### src/rtl/serial_add_sequencer_pkg.sv
// Shared types and defaults for the bit-serial adder.
// State encodings and default operand width.
package serial_add_sequencer_pkg;

  typedef enum logic [1:0] {
    IDLE = 2'd0,
    RUN  = 2'd1,
    FIN  = 2'd2
  } state_t;

  localparam int DEF_WIDTH = 3;
  localparam int DEF_CNT_W = 4;

endpackage

### src/rtl/full_adder_1b.sv
// Single-bit full adder from two half adders.
// Reused every cycle by the serial sequencer.
module full_adder_1b (
  input  logic a,
  input  logic b,
  input  logic cin,
  output logic s,
  output logic cout
);

  logic s1;
  logic c1;
  logic c2;

  half_adder u_ha1 (
    .a (a),
    .b (b),
    .s (s1),
    .c (c1)
  );

  half_adder u_ha2 (
    .a (s1),
    .b (cin),
    .s (s),
    .c (c2)
  );

  // Either stage may generate the carry
  always_comb cout = c1 | c2;

endmodule

### src/rtl/half_adder.sv
// Single-bit half adder.
// Building block of the shared full-adder cell.
module half_adder (
  input  logic a,
  input  logic b,
  output logic s,
  output logic c
);

  // Sum and carry of two bits
  always_comb begin
    s = a ^ b;
    c = a & b;
  end

endmodule

### src/rtl/serial_add_sequencer.sv
// Bit-serial adder: one full-adder cell, LSB first.
// Optional subtract mode behind SERIAL_SUB_EN.
module serial_add_sequencer
  import serial_add_sequencer_pkg::*;
#(
  parameter int WIDTH = DEF_WIDTH,
  parameter int CNT_W = DEF_CNT_W
) (
  input  logic             CLK,
  input  logic             RST_N,
  input  logic             START,
  input  logic [WIDTH-1:0] A,
  input  logic [WIDTH-1:0] B,
`ifdef SERIAL_SUB_EN
  input  logic             SUB,
`endif
  output logic             READY,
  output logic             DONE,
  output logic [WIDTH-1:0] SUM,
  output logic             C_OUT
);

  state_t state;
  state_t next;

  logic [WIDTH-1:0] a_sh;
  logic [WIDTH-1:0] b_sh;
  logic [WIDTH-1:0] res_sh;
  logic [WIDTH-1:0] res_nx;
  logic [CNT_W-1:0] cnt;
  logic             carry;
  logic             s_bit;
  logic             c_bit;
  logic             last;

  full_adder_1b u_fa (
    .a    (a_sh[0]),
    .b    (b_sh[0]),
    .cin  (carry),
    .s    (s_bit),
    .cout (c_bit)
  );

  // Result shift register after this bit lands
  always_comb begin
    res_nx = {s_bit, res_sh[WIDTH-1:1]};
    last   = (cnt == CNT_W'(WIDTH - 1));
  end

  // State register
  always_ff @(posedge CLK or negedge RST_N) begin
    if (!RST_N) state <= IDLE;
    else        state <= next;
  end

  // Next state and handshake outputs
  always_comb begin
    next  = state;
    READY = 1'b0;
    DONE  = 1'b0;
    unique case (state)
      IDLE: begin
        READY = 1'b1;
        if (START) next = RUN;
      end
      RUN: begin
        if (last) next = FIN;
      end
      FIN: begin
        DONE = 1'b1;
        next = IDLE;
      end
      default: next = IDLE;
    endcase
  end

  // Operand capture, bit stepping and result latch
  always_ff @(posedge CLK or negedge RST_N) begin
    if (!RST_N) begin
      a_sh   <= '0;
      b_sh   <= '0;
      res_sh <= '0;
      cnt    <= '0;
      carry  <= 1'b0;
      SUM    <= '0;
      C_OUT  <= 1'b0;
    end else begin
      if (state == IDLE && START) begin
        a_sh   <= A;
        res_sh <= '0;
        cnt    <= '0;
`ifdef SERIAL_SUB_EN
        b_sh   <= SUB ? ~B : B;
        carry  <= SUB;
`else
        b_sh   <= B;
        carry  <= 1'b0;
`endif
      end else if (state == RUN) begin
        a_sh   <= a_sh >> 1;
        b_sh   <= b_sh >> 1;
        res_sh <= res_nx;
        carry  <= c_bit;
        cnt    <= cnt + CNT_W'(1);
        if (last) begin
          SUM   <= res_nx;
          C_OUT <= c_bit;
        end
      end
    end
  end

endmodule

### config.mk
export PLATFORM = sky130hd
export DESIGN_NAME = serial_add_sequencer
export DESIGN_NICKNAME = d
export VERILOG_FILES = /design/src/rtl/serial_add_sequencer_pkg.sv /design/src/rtl/full_adder_1b.sv /design/src/rtl/half_adder.sv /design/src/rtl/serial_add_sequencer.sv
export SDC_FILE = /design/constraint.sdc
export NUM_CORES = 1
export LEC_CHECK = 0
export ABC_AREA = 1
export CORE_ASPECT_RATIO = 1.2
export CORE_MARGIN = 2
export CORE_UTILIZATION = 54
export DETAILED_ROUTE_END_ITERATION = 12
export PLACE_DENSITY = 0.81
export SYNTH_ARGS = -nofsm -noshare
export SYNTH_HDL_FRONTEND = slang
export SYNTH_SLANG_ARGS = --single-unit
### constraint.sdc
create_clock -name CLK -period 2.65 [get_ports CLK]
set_input_delay 0.53 -clock CLK [delete_from_list [all_inputs] [get_ports CLK]]
set_output_delay 0.53 -clock CLK [all_outputs]
set_load 0.05 [all_outputs]
==> impl_metrics.csv, run 1 <==
group,metric,value,unit
outcome,status,"complete, no violations",
clock_tree,post-cts-setup-buffers,0,
sta,slew_viol_final,0,
global_routing,antenna_found_initial,0,
clock_tree,htreeDepth,1,
global_routing,grt_max_degree,20,
layout,area_delta_synth_final,19.5,%
yosys,synth.avg_cell_area,9.02,sq um
route,via_per_inst,5.02,
floorplanning,die-area,2030,sq um
yosys,ys_types,20,
placed_design,dp.cells,132,
critical_path,cp_max_fo,5,
route,routedWlPerCell,11.1,um
clock_tree,cts_resized,0,
route,dr_total_vias,683,
yosys,syn_area,911,sq um
critical_path,cp_top_family,"buffers and inverters",
layout,n_antenna_cell,0,
clock_tree,clk_pin_slew,0.11,ns
yosys,synth_fp_nets,113,
pwr,ir_worst_vdd,0.569,mV
placed_design,routabilityCongestion,0.739,
sta,finClkSkew,0.00917,ns
placed_design,io_buffers,14,
clock_tree,clockBufferDepth,2,
sta,fin_crit,2.30,ns
floorplanning,fp.dieH,49.0,um
clock_tree,worst_skew_pair.late_latency,0.31,ns
layout,final_cells,136,
route,first_pass_iters,4,
clock_tree,cts_tree,"built",
sta,hold_slack,0.482,ns
yosys,ys_seq_elements,19,
sta,setup_viol,0,
sta,final.period_utilization,86.8,%
critical_path,ff2ff_path_depth,3,
layout,layout.nets,131,
placed_design,hpwl,1.14,mm
sta,rsz0062_at_grt,"false",
clock_tree,root_buffer,"clkbuf_4",
global_routing,use_met3,2.59,%
critical_path,path_buf_inv,1,
layout,fill_cells,130,
route,first_iter_violations,6,
sta,timing.final.hold_violations,0,
critical_path,worstSetupEndpointType,"primary output",
floorplanning,io_pins,15,
critical_path,critical_path_depth,2,
clock_tree,postCtsHoldBufs,0,
run,max_cap_viol_count,0,
clock_tree,clkSinkCount,19,
sta,relSlewSlack,44.8,%
global_routing,grt_pass1_vias,672,
critical_path,slowest_stage,"clkdlybuf4s50_1",
sta,finalSetupTns,0,ns
global_routing,grt_busiest_layer,"met2",
global_routing,use_met1,20.8,%
critical_path,worstPathArrival,1.77,ns
yosys,postSynthCellCount,101,
global_routing,grt_pass1_wl,2.74,mm
critical_path,worstPathRequired,2.12,ns
route,ant_nets,0,
critical_path,cpPeakStageDelay,0.82,ns
pwr,p_leak,0.543,nW
critical_path,path_cells,"nor2_2 -> clkdlybuf4s50_1",
pwr,p_per_area,1180,nW/um^2
yosys,synth-seq-area-share,52.2,%
sta,worst_slew_pin_slew,0.825,ns
global_routing,use_met2,29.2,%
worst_hold_path,hp-class,"reg -> reg",
route,detail_route.drc_violations,0,
pwr,p_total,1.29,mW
global_routing,grt_overflow_total,0,
sta,fmax,435,MHz
critical_path,start_kind,"register",
floorplanning,initial_utilization,56.9,%
worst_hold_path,min_delay_path_depth,2,
global_routing,grt_usage,17.4,%
floorplanning,fp-row-count,16,
floorplanning,fp.coreArea,1600,sq um
yosys,yosys_warnings,0,
route,routed_wl,1.51,mm
layout,layout-drive-gt1-share,13.6,%
clock_tree,cts_buffers,3,
floorplanning,die_w,41.5,um
critical_path,critPathKind,"reg -> out",
==> logic make-up (layout without fill, tap and decap cells) <==
group / after synthesis / in the layout / share of synthesized area, %
AO/OA/AOI/OAI: 8 / 8 / 5.63
XOR/XNOR: 1 / 1 / 0.962
adder cells (fa/ha/maj): 3 / 3 / 4.94
buffers and inverters: 11 / 28 / 5.91
flip-flops: 19 / 19 / 52.2
AND/OR/NAND/NOR: 59 / 59 / 30.4
==> final cells by class <==
cell class | count | area (sq um) | area share (%)
Timing Repair Buffer | 14 | 140 | 12.9
Tap cell | 18 | 22.5 | 2.07
Clock buffer | 4 | 26.3 | 2.41
Inverter | 10 | 42.5 | 3.91
Sequential cell | 19 | 475 | 43.7
Multi-Input combinational cell | 71 | 382 | 35.1
==> layout by cell type, fill, tap and decap left out <==
cell             count
a31oi_2              1
clkbuf_1             1
clkbuf_4             3
clkdlybuf4s50_1     14
clkinv_4             1
dfrtp_1             19
fa_1                 1
ha_1                 2
inv_1                8
inv_2                1
nand2_1             43
nand2_2              3
nand2_4              1
nand3_1              5
nand3_4              1
nor2_1               2
nor2_2               2
nor2_4               2
o21ai_0              5
o21ai_1              1
o21ai_2              1
xor2_1               1
==> worst reg2reg max path, cell delays in order, from the launching register on <==
cell and delay, ns:
dfrtp_1 0.47, o21ai_2 0.48, inv_1 0.10, o21ai_0 0.16
==> through the flow <==
stage          area (sq um)  util, %  setup WS [ns]
2_1_floorplan           911        -          0.998
3_3_place_gp           1060     66.3          0.718
3_5_place_dp           1060     66.3          0.691
4_1_cts                1090     68.0          0.343
5_1_grt                1090     68.0          0.298
6_report               1090     68.0          0.350
==> layer usage <==
metal / up-vias / wire (um)
met4: 0 / 41
met5: - / 0
met2: 11 / 769
met1: 319 / 653
li1: 348 / -
met3: 5 / 45
==> cells in the mapped netlist <==
cell type   n  share of area, %
dfrtp_1    19                52
fa_1        1               2.2
nor2_4      2               2.5
nand2_2     3               2.1
nor2_2      2               1.4
nand2_4     1               1.2
a31oi_2     1               1.4
inv_2       1              0.41
nand2_1    43                18
o21ai_0     5               2.7
xor2_1      1              0.96
ha_1        2               2.7
clkinv_4    1              0.96
o21ai_1     1              0.55
nor2_1      2              0.82
nand3_4     1               1.9
inv_1       8               3.3
o21ai_2     1              0.96
buf_6       1               1.2
nand3_1     5               2.7
==> flip-flops by register name, summed over array words and instances, names as in the netlist <==
register,cells
state,2
SUM,3
C_OUT,1
res_sh,2
cnt,4
carry,1
b_sh,3
a_sh,3
==> report_power, final <==
group	internal [mW]	total (mW)	switching (mW)
combinational	0.219	0.642	0.423
sequential	0.405	0.496	0.0904
clock	0.0589	0.151	0.0924
total	0.684	1.29	0.606
==> final timing paths <==
kind	startpoint	endpoint	slack (ns)
worst max-delay path	state[0]$_DFFE_PN0P_	READY	0.35
worst min-delay path	SUM[0]$_DFFE_PN0P_	SUM[0]$_DFFE_PN0P_	0.48
worst max register to register	state[0]$_DFFE_PN0P_	a_sh[2]$_DFFE_PN0P_	1.36
worst min register to register	SUM[0]$_DFFE_PN0P_	SUM[0]$_DFFE_PN0P_	0.48
max in group asynchronous	RST_N	a_sh[0]$_DFFE_PN0P_	1.45
min in group asynchronous	RST_N	SUM[0]$_DFFE_PN0P_	0.68
Power figures use the tool's default switching activity.
==> run 2, diff against run 1 <==
--- a/config.mk
+++ b/config.mk
@@ -11,6 +11,7 @@
 export CORE_UTILIZATION = 54
 export DETAILED_ROUTE_END_ITERATION = 12
 export PLACE_DENSITY = 0.81
+export RECOVER_POWER = 25
 export SYNTH_ARGS = -nofsm -noshare
 export SYNTH_HDL_FRONTEND = slang
 export SYNTH_SLANG_ARGS = --single-unit
==> run 2 against run 1 <==
Critical path depth did not move; design area shrank 1.0%; clock skew decreased by 0.0019 ns; worst hold slack worse by 0.00074 ns; via count stayed put; final cell count unchanged; die area unchanged; setup slack better by 0.021 ns; combinational power fell by 2%; register-to-register slack lost 0.65 ns; sequential power barely moved; largest power group unchanged.
==> impl_metrics.csv, run 2 (synthesized netlist as in run 1, its figures left out) <==
group,metric,value,unit
critical_path,path_buf_inv,1,
critical_path,worstPathRequired,2.12,ns
layout,register_area,475,sq um
route,routed_wl,1.51,mm
global_routing,antenna_found_initial,0,
placed_design,hpwl,1.14,mm
floorplanning,initial_utilization,56.9,%
floorplanning,fp.dieH,49.0,um
clock_tree,cts_tree,"built",
route,detail_route.drc_violations,0,
sta,rsz0062_at_grt,"false",
route,ant_nets,0,
critical_path,slowest_stage,"clkdlybuf4s50_1",
critical_path,worstPathArrival,1.75,ns
floorplanning,die_w,41.5,um
layout,largest_reg_flops,4,
clock_tree,root_buffer,"clkbuf_4",
layout,n_antenna_cell,0,
floorplanning,die-area,2030,sq um
clock_tree,worst_skew_pair.late_latency,0.31,ns
pwr,p_leak,0.541,nW
clock_tree,clk_pin_slew,0.11,ns
route,routedWlPerCell,11.1,um
layout,design_area,1080,sq um
sta,hold_slack,0.481,ns
critical_path,cpPeakStageDelay,0.82,ns
critical_path,critPathKind,"reg -> out",
route,first_iter_violations,7,
global_routing,grt_busiest_layer,"met2",
clock_tree,htreeDepth,1,
sta,relSlewSlack,8.72,%
pwr,p_total,1.27,mW
placed_design,io_buffers,14,
layout,layout-drive-gt1-share,11.9,%
layout,final_common_cell,"nand2_1",
critical_path,cp_top_family,"buffers and inverters",
sta,finalSetupTns,0,ns
layout,fill_cells,134,
layout,top_register,"cnt",
global_routing,grt_pass1_wl,2.74,mm
sta,timing.final.hold_violations,0,
floorplanning,io_pins,15,
floorplanning,fp.coreArea,1600,sq um
sta,worst_slew_pin_slew,1.35,ns
global_routing,use_met2,29.2,%
clock_tree,post-cts-setup-buffers,0,
critical_path,worstSetupEndpointType,"primary output",
clock_tree,cts_resized,0,
global_routing,grt_overflow_total,0,
layout,final_cell_mix,"43 x nand2_1, 19 x dfrtp_1, 12 x clkdlybuf4s50_1, 8 x inv_1, 6 x o21ai_0",
sta,setup_viol,0,
critical_path,cp_max_fo,5,
pwr,p_per_area,1180,nW/um^2
route,first_pass_iters,4,
placed_design,place_area,1060,sq um
global_routing,use_met3,2.59,%
sta,finClkSkew,0.00724,ns
global_routing,grt_pass1_vias,672,
global_routing,use_met1,20.8,%
global_routing,grt_usage,17.4,%
pwr,ir_worst_vdd,0.556,mV
layout,layout.nets,131,
sta,fmax,439,MHz
placed_design,routabilityCongestion,0.739,
layout,multi_input_area,370,sq um
floorplanning,fp-row-count,16,
route,dr_total_vias,683,
global_routing,grt_max_degree,20,
critical_path,start_kind,"register",
layout,post-route-util,67.3,%
sta,fin_crit,2.28,ns
worst_hold_path,hp-class,"reg -> reg",
clock_tree,clkSinkCount,19,
sta,slew_viol_final,0,
clock_tree,postCtsHoldBufs,0,
route,via_per_inst,5.02,
outcome,status,"complete, no violations",
sta,final.period_utilization,86.0,%
clock_tree,cts_buffers,3,
layout,area_delta_synth_final,18.3,%
clock_tree,clockBufferDepth,2,
run,max_cap_viol_count,0,
critical_path,path_cells,"nor2_2 -> clkdlybuf4s50_1",
## run 2: cell types whose count changed in the layout (fill, tap and decap cells not counted)
cell | before | now
o21ai_2 | 1 | 0
nor2_4 | 2 | 1
dlygate4sd3_1 | 0 | 2
nor2_1 | 2 | 3
o21ai_0 | 5 | 6
clkdlybuf4s50_1 | 14 | 12
## run 2: report_power, final
part / leakage [nW] / total (mW) / internal [mW] / switching, mW
Clock: 0.0150 / 0.149 / 0.0588 / 0.0905
Sequential: 0.247 / 0.494 / 0.406 / 0.0886
Combinational: 0.279 / 0.628 / 0.215 / 0.413
## run 2: worst register-to-register path, stage by stage (launching register included)
cell	delay, ns
dfrtp_1	0.46
o21ai_0	1.08
inv_1	0.13
o21ai_0	0.19
## run 2: final cells by class
type / count / area share (%)
Multi-Input combinational cell: 71 / 34.4
Clock buffer: 4 / 2.44
Sequential cell: 19 / 44.1
Inverter: 10 / 3.95
Tap cell: 18 / 2.09
Timing Repair Buffer: 14 / 13.0
## run 2: path summary, 6_finish.rpt
check / slack (ns) / start / endpoint / cells past startpoint
worst max-delay path: 0.37 / state[0]$_DFFE_PN0P_ / READY / 2
worst min-delay path: 0.48 / SUM[0]$_DFFE_PN0P_ / SUM[0]$_DFFE_PN0P_ / 2
worst max register to register: 0.71 / state[0]$_DFFE_PN0P_ / a_sh[2]$_DFFE_PN0P_ / 3
worst min register to register: 0.48 / SUM[0]$_DFFE_PN0P_ / SUM[0]$_DFFE_PN0P_ / 2
max in group asynchronous: 1.39 / RST_N / a_sh[0]$_DFFE_PN0P_ / 1
min in group asynchronous: 0.75 / RST_N / SUM[0]$_DFFE_PN0P_ / 1
## run 2: metal layers
layer | vias up | wire [um]
met5 | - | 0
met4 | 0 | 35
met3 | 5 | 41
met2 | 11 | 783
met1 | 317 | 649
li1 | 350 | -
## run 2: per-stage QoR
stage	std cells	worst slack, ns
4_1_cts	136	0.343
6_report	136	0.371
3_5_place_dp	132	0.691
5_1_grt	136	0.211
2_1_floorplan	101	0.998
3_3_place_gp	132	0.718
==> run 3, diff against run 2 <==
--- a/config.mk
+++ b/config.mk
@@ -8,9 +8,9 @@
 export ABC_AREA = 1
 export CORE_ASPECT_RATIO = 1.2
 export CORE_MARGIN = 2
-export CORE_UTILIZATION = 54
+export CORE_UTILIZATION = 50
 export DETAILED_ROUTE_END_ITERATION = 12
-export PLACE_DENSITY = 0.81
+export PLACE_DENSITY = 0.76
 export RECOVER_POWER = 25
 export SYNTH_ARGS = -nofsm -noshare
 export SYNTH_HDL_FRONTEND = slang
==> constraint.sdc (replaced) <==
create_clock -name CLK -period 2.4 [get_ports CLK]
set_input_delay 0.48 -clock CLK [delete_from_list [all_inputs] [get_ports CLK]]
set_output_delay 0.48 -clock CLK [all_outputs]
set_load 0.05 [all_outputs]
==> run 3 against run 2 <==
Sequential cell count is the same; utilization shrank 2.2 points; combinational power grew 14%; sequential share of layout area shrank 0.66 points; largest power group unchanged.
==> impl_metrics.csv, run 3 (synthesized netlist as in run 1, its figures left out) <==
group,metric,value,unit
global_routing,grt_max_degree,20,
sta,timing.final.hold_violations,0,
sta,fin_crit,2.23,ns
global_routing,antenna_found_initial,0,
placed_design,hpwl,1.16,mm
route,routedWlPerCell,11.5,um
sta,worst_slew_pin_slew,1.04,ns
global_routing,grt_usage,18.2,%
sta,relSlewSlack,30.5,%
clock_tree,htreeDepth,1,
sta,finalSetupTns,0,ns
clock_tree,clk_pin_slew,0.11,ns
floorplanning,initial_utilization,54.2,%
sta,final.period_utilization,92.9,%
critical_path,worstPathArrival,1.75,ns
layout,top_register,"cnt",
floorplanning,die-area,2180,sq um
placed_design,io_buffers,14,
layout,final_common_cell,"nand2_1",
layout,final_cell_mix,"43 x nand2_1, 19 x dfrtp_1, 13 x clkdlybuf4s50_1, 8 x inv_1",
pwr,ir_worst_vdd,0.777,mV
placed_design,routabilityCongestion,0.712,
worst_hold_path,hp-class,"reg -> reg",
critical_path,worstSetupEndpointType,"primary output",
global_routing,grt_pass1_vias,690,
global_routing,grt_pass1_wl,2.99,mm
route,routed_wl,1.58,mm
clock_tree,clkSinkCount,19,
clock_tree,cts_buffers,3,
run,max_cap_viol_count,0,
floorplanning,fp.coreArea,1680,sq um
floorplanning,io_pins,15,
sta,slew_viol_final,0,
clock_tree,postCtsHoldBufs,0,
clock_tree,root_buffer,"clkbuf_4",
floorplanning,fp.dieH,50.8,um
route,first_pass_iters,3,
layout,n_antenna_cell,0,
route,detail_route.drc_violations,0,
sta,finClkSkew,0.00234,ns
route,via_per_inst,4.85,
route,dr_total_vias,664,
clock_tree,post-cts-setup-buffers,0,
layout,area_delta_synth_final,20.1,%
sta,fmax,448,MHz
critical_path,worstPathRequired,1.92,ns
floorplanning,fp-row-count,16,
layout,largest_reg_flops,4,
sta,rsz0062_at_grt,"false",
pwr,p_leak,0.547,nW
outcome,status,"complete, no violations",
clock_tree,clockBufferDepth,2,
worst_hold_path,hold_path_startpoint,"SUM[2]$_DFFE_PN0P_",
sta,setup_viol,0,
clock_tree,cts_resized,0,
critical_path,start_kind,"register",
clock_tree,cts_tree,"built",
clock_tree,worst_skew_pair.late_latency,0.29,ns
layout,layout.nets,132,
critical_path,cp_max_fo,5,
route,ant_nets,0,
critical_path,worstSetupStartpoint,"state[0]$_DFFE_PN0P_",
critical_path,r2r-start,"state[0]$_DFFE_PN0P_",
critical_path,critPathKind,"reg -> out",
layout,layout-drive-gt1-share,14.3,%
route,first_iter_violations,3,
global_routing,grt_overflow_total,0,
layout,post-route-util,65.0,%
floorplanning,die_w,43.0,um
pwr,p_per_area,1300,nW/um^2
==> run 3: changes by cell type in the layout (fill, tap and decap cells not counted) <==
cell,before,now
o21ai_2,0,1
nor2_1,3,2
dlygate4sd3_1,2,1
clkdlybuf4s50_1,12,13
o21ai_0,6,5
nor2_4,1,2
clkinv_2,0,1
==> run 3: cell type report <==
cell class,count,area (sq um)
Clock inverter,1,5.00
Tap cell,18,22.5
Sequential cell,19,475
Inverter,10,42.5
Multi-Input combinational cell,71,382
Timing Repair Buffer,15,144
Clock buffer,3,22.5
Fill cell,153,588
==> run 3: through the flow <==
stage / instances / instance area [sq um] / worst slack (ns) / hold slack [ns] / total power, mW
after detailed placement: 133 / 1070 / 0.495 / 0.458 / 1.28
after CTS: 137 / 1100 / 0.160 / 0.486 / 1.44
after global routing: 137 / 1090 / 0.102 / 0.508 / 1.55
final: 137 / 1090 / 0.169 / 0.479 / 1.42
after floorplan: 101 / 911 / 0.798 / 0.184 / 1.09
after global placement: 133 / 1070 / 0.520 / 0.453 / 1.26
==> run 3: path summary, 6_finish.rpt <==
kind	endpoint	slack (ns)	cells past startpoint
worst max-delay path	READY	0.17	2
worst min-delay path	SUM[2]$_DFFE_PN0P_	0.48	2
worst max register to register	a_sh[2]$_DFFE_PN0P_	1.09	3
worst min register to register	SUM[2]$_DFFE_PN0P_	0.48	2
max in group asynchronous	state[1]$_DFFE_PN0P_	0.90	2
min in group asynchronous	res_sh[1]$_DFFE_PN0P_	0.88	2
==> run 3: routing by layer <==
layer  global-route usage, %  part of all wire, %
met1                    22.3                   45
met4                    7.58                 0.89
met3                    2.52                  3.4
met5                       0                    0
met2                    31.6                   51
==> run 3: worst max-delay path, cell delays in order, from the launching register on <==
cell,delay (ns)
dfrtp_1,0.48
nor2_2,0.17
clkdlybuf4s50_1,0.81
==> run 3: report_power, final <==
part / internal (mW) / leakage (nW) / switching, mW
clock: 0.0619 / 0.0177 / 0.0992
combinational: 0.245 / 0.282 / 0.468
sequential: 0.448 / 0.247 / 0.0991
total: 0.754 / 0.547 / 0.666
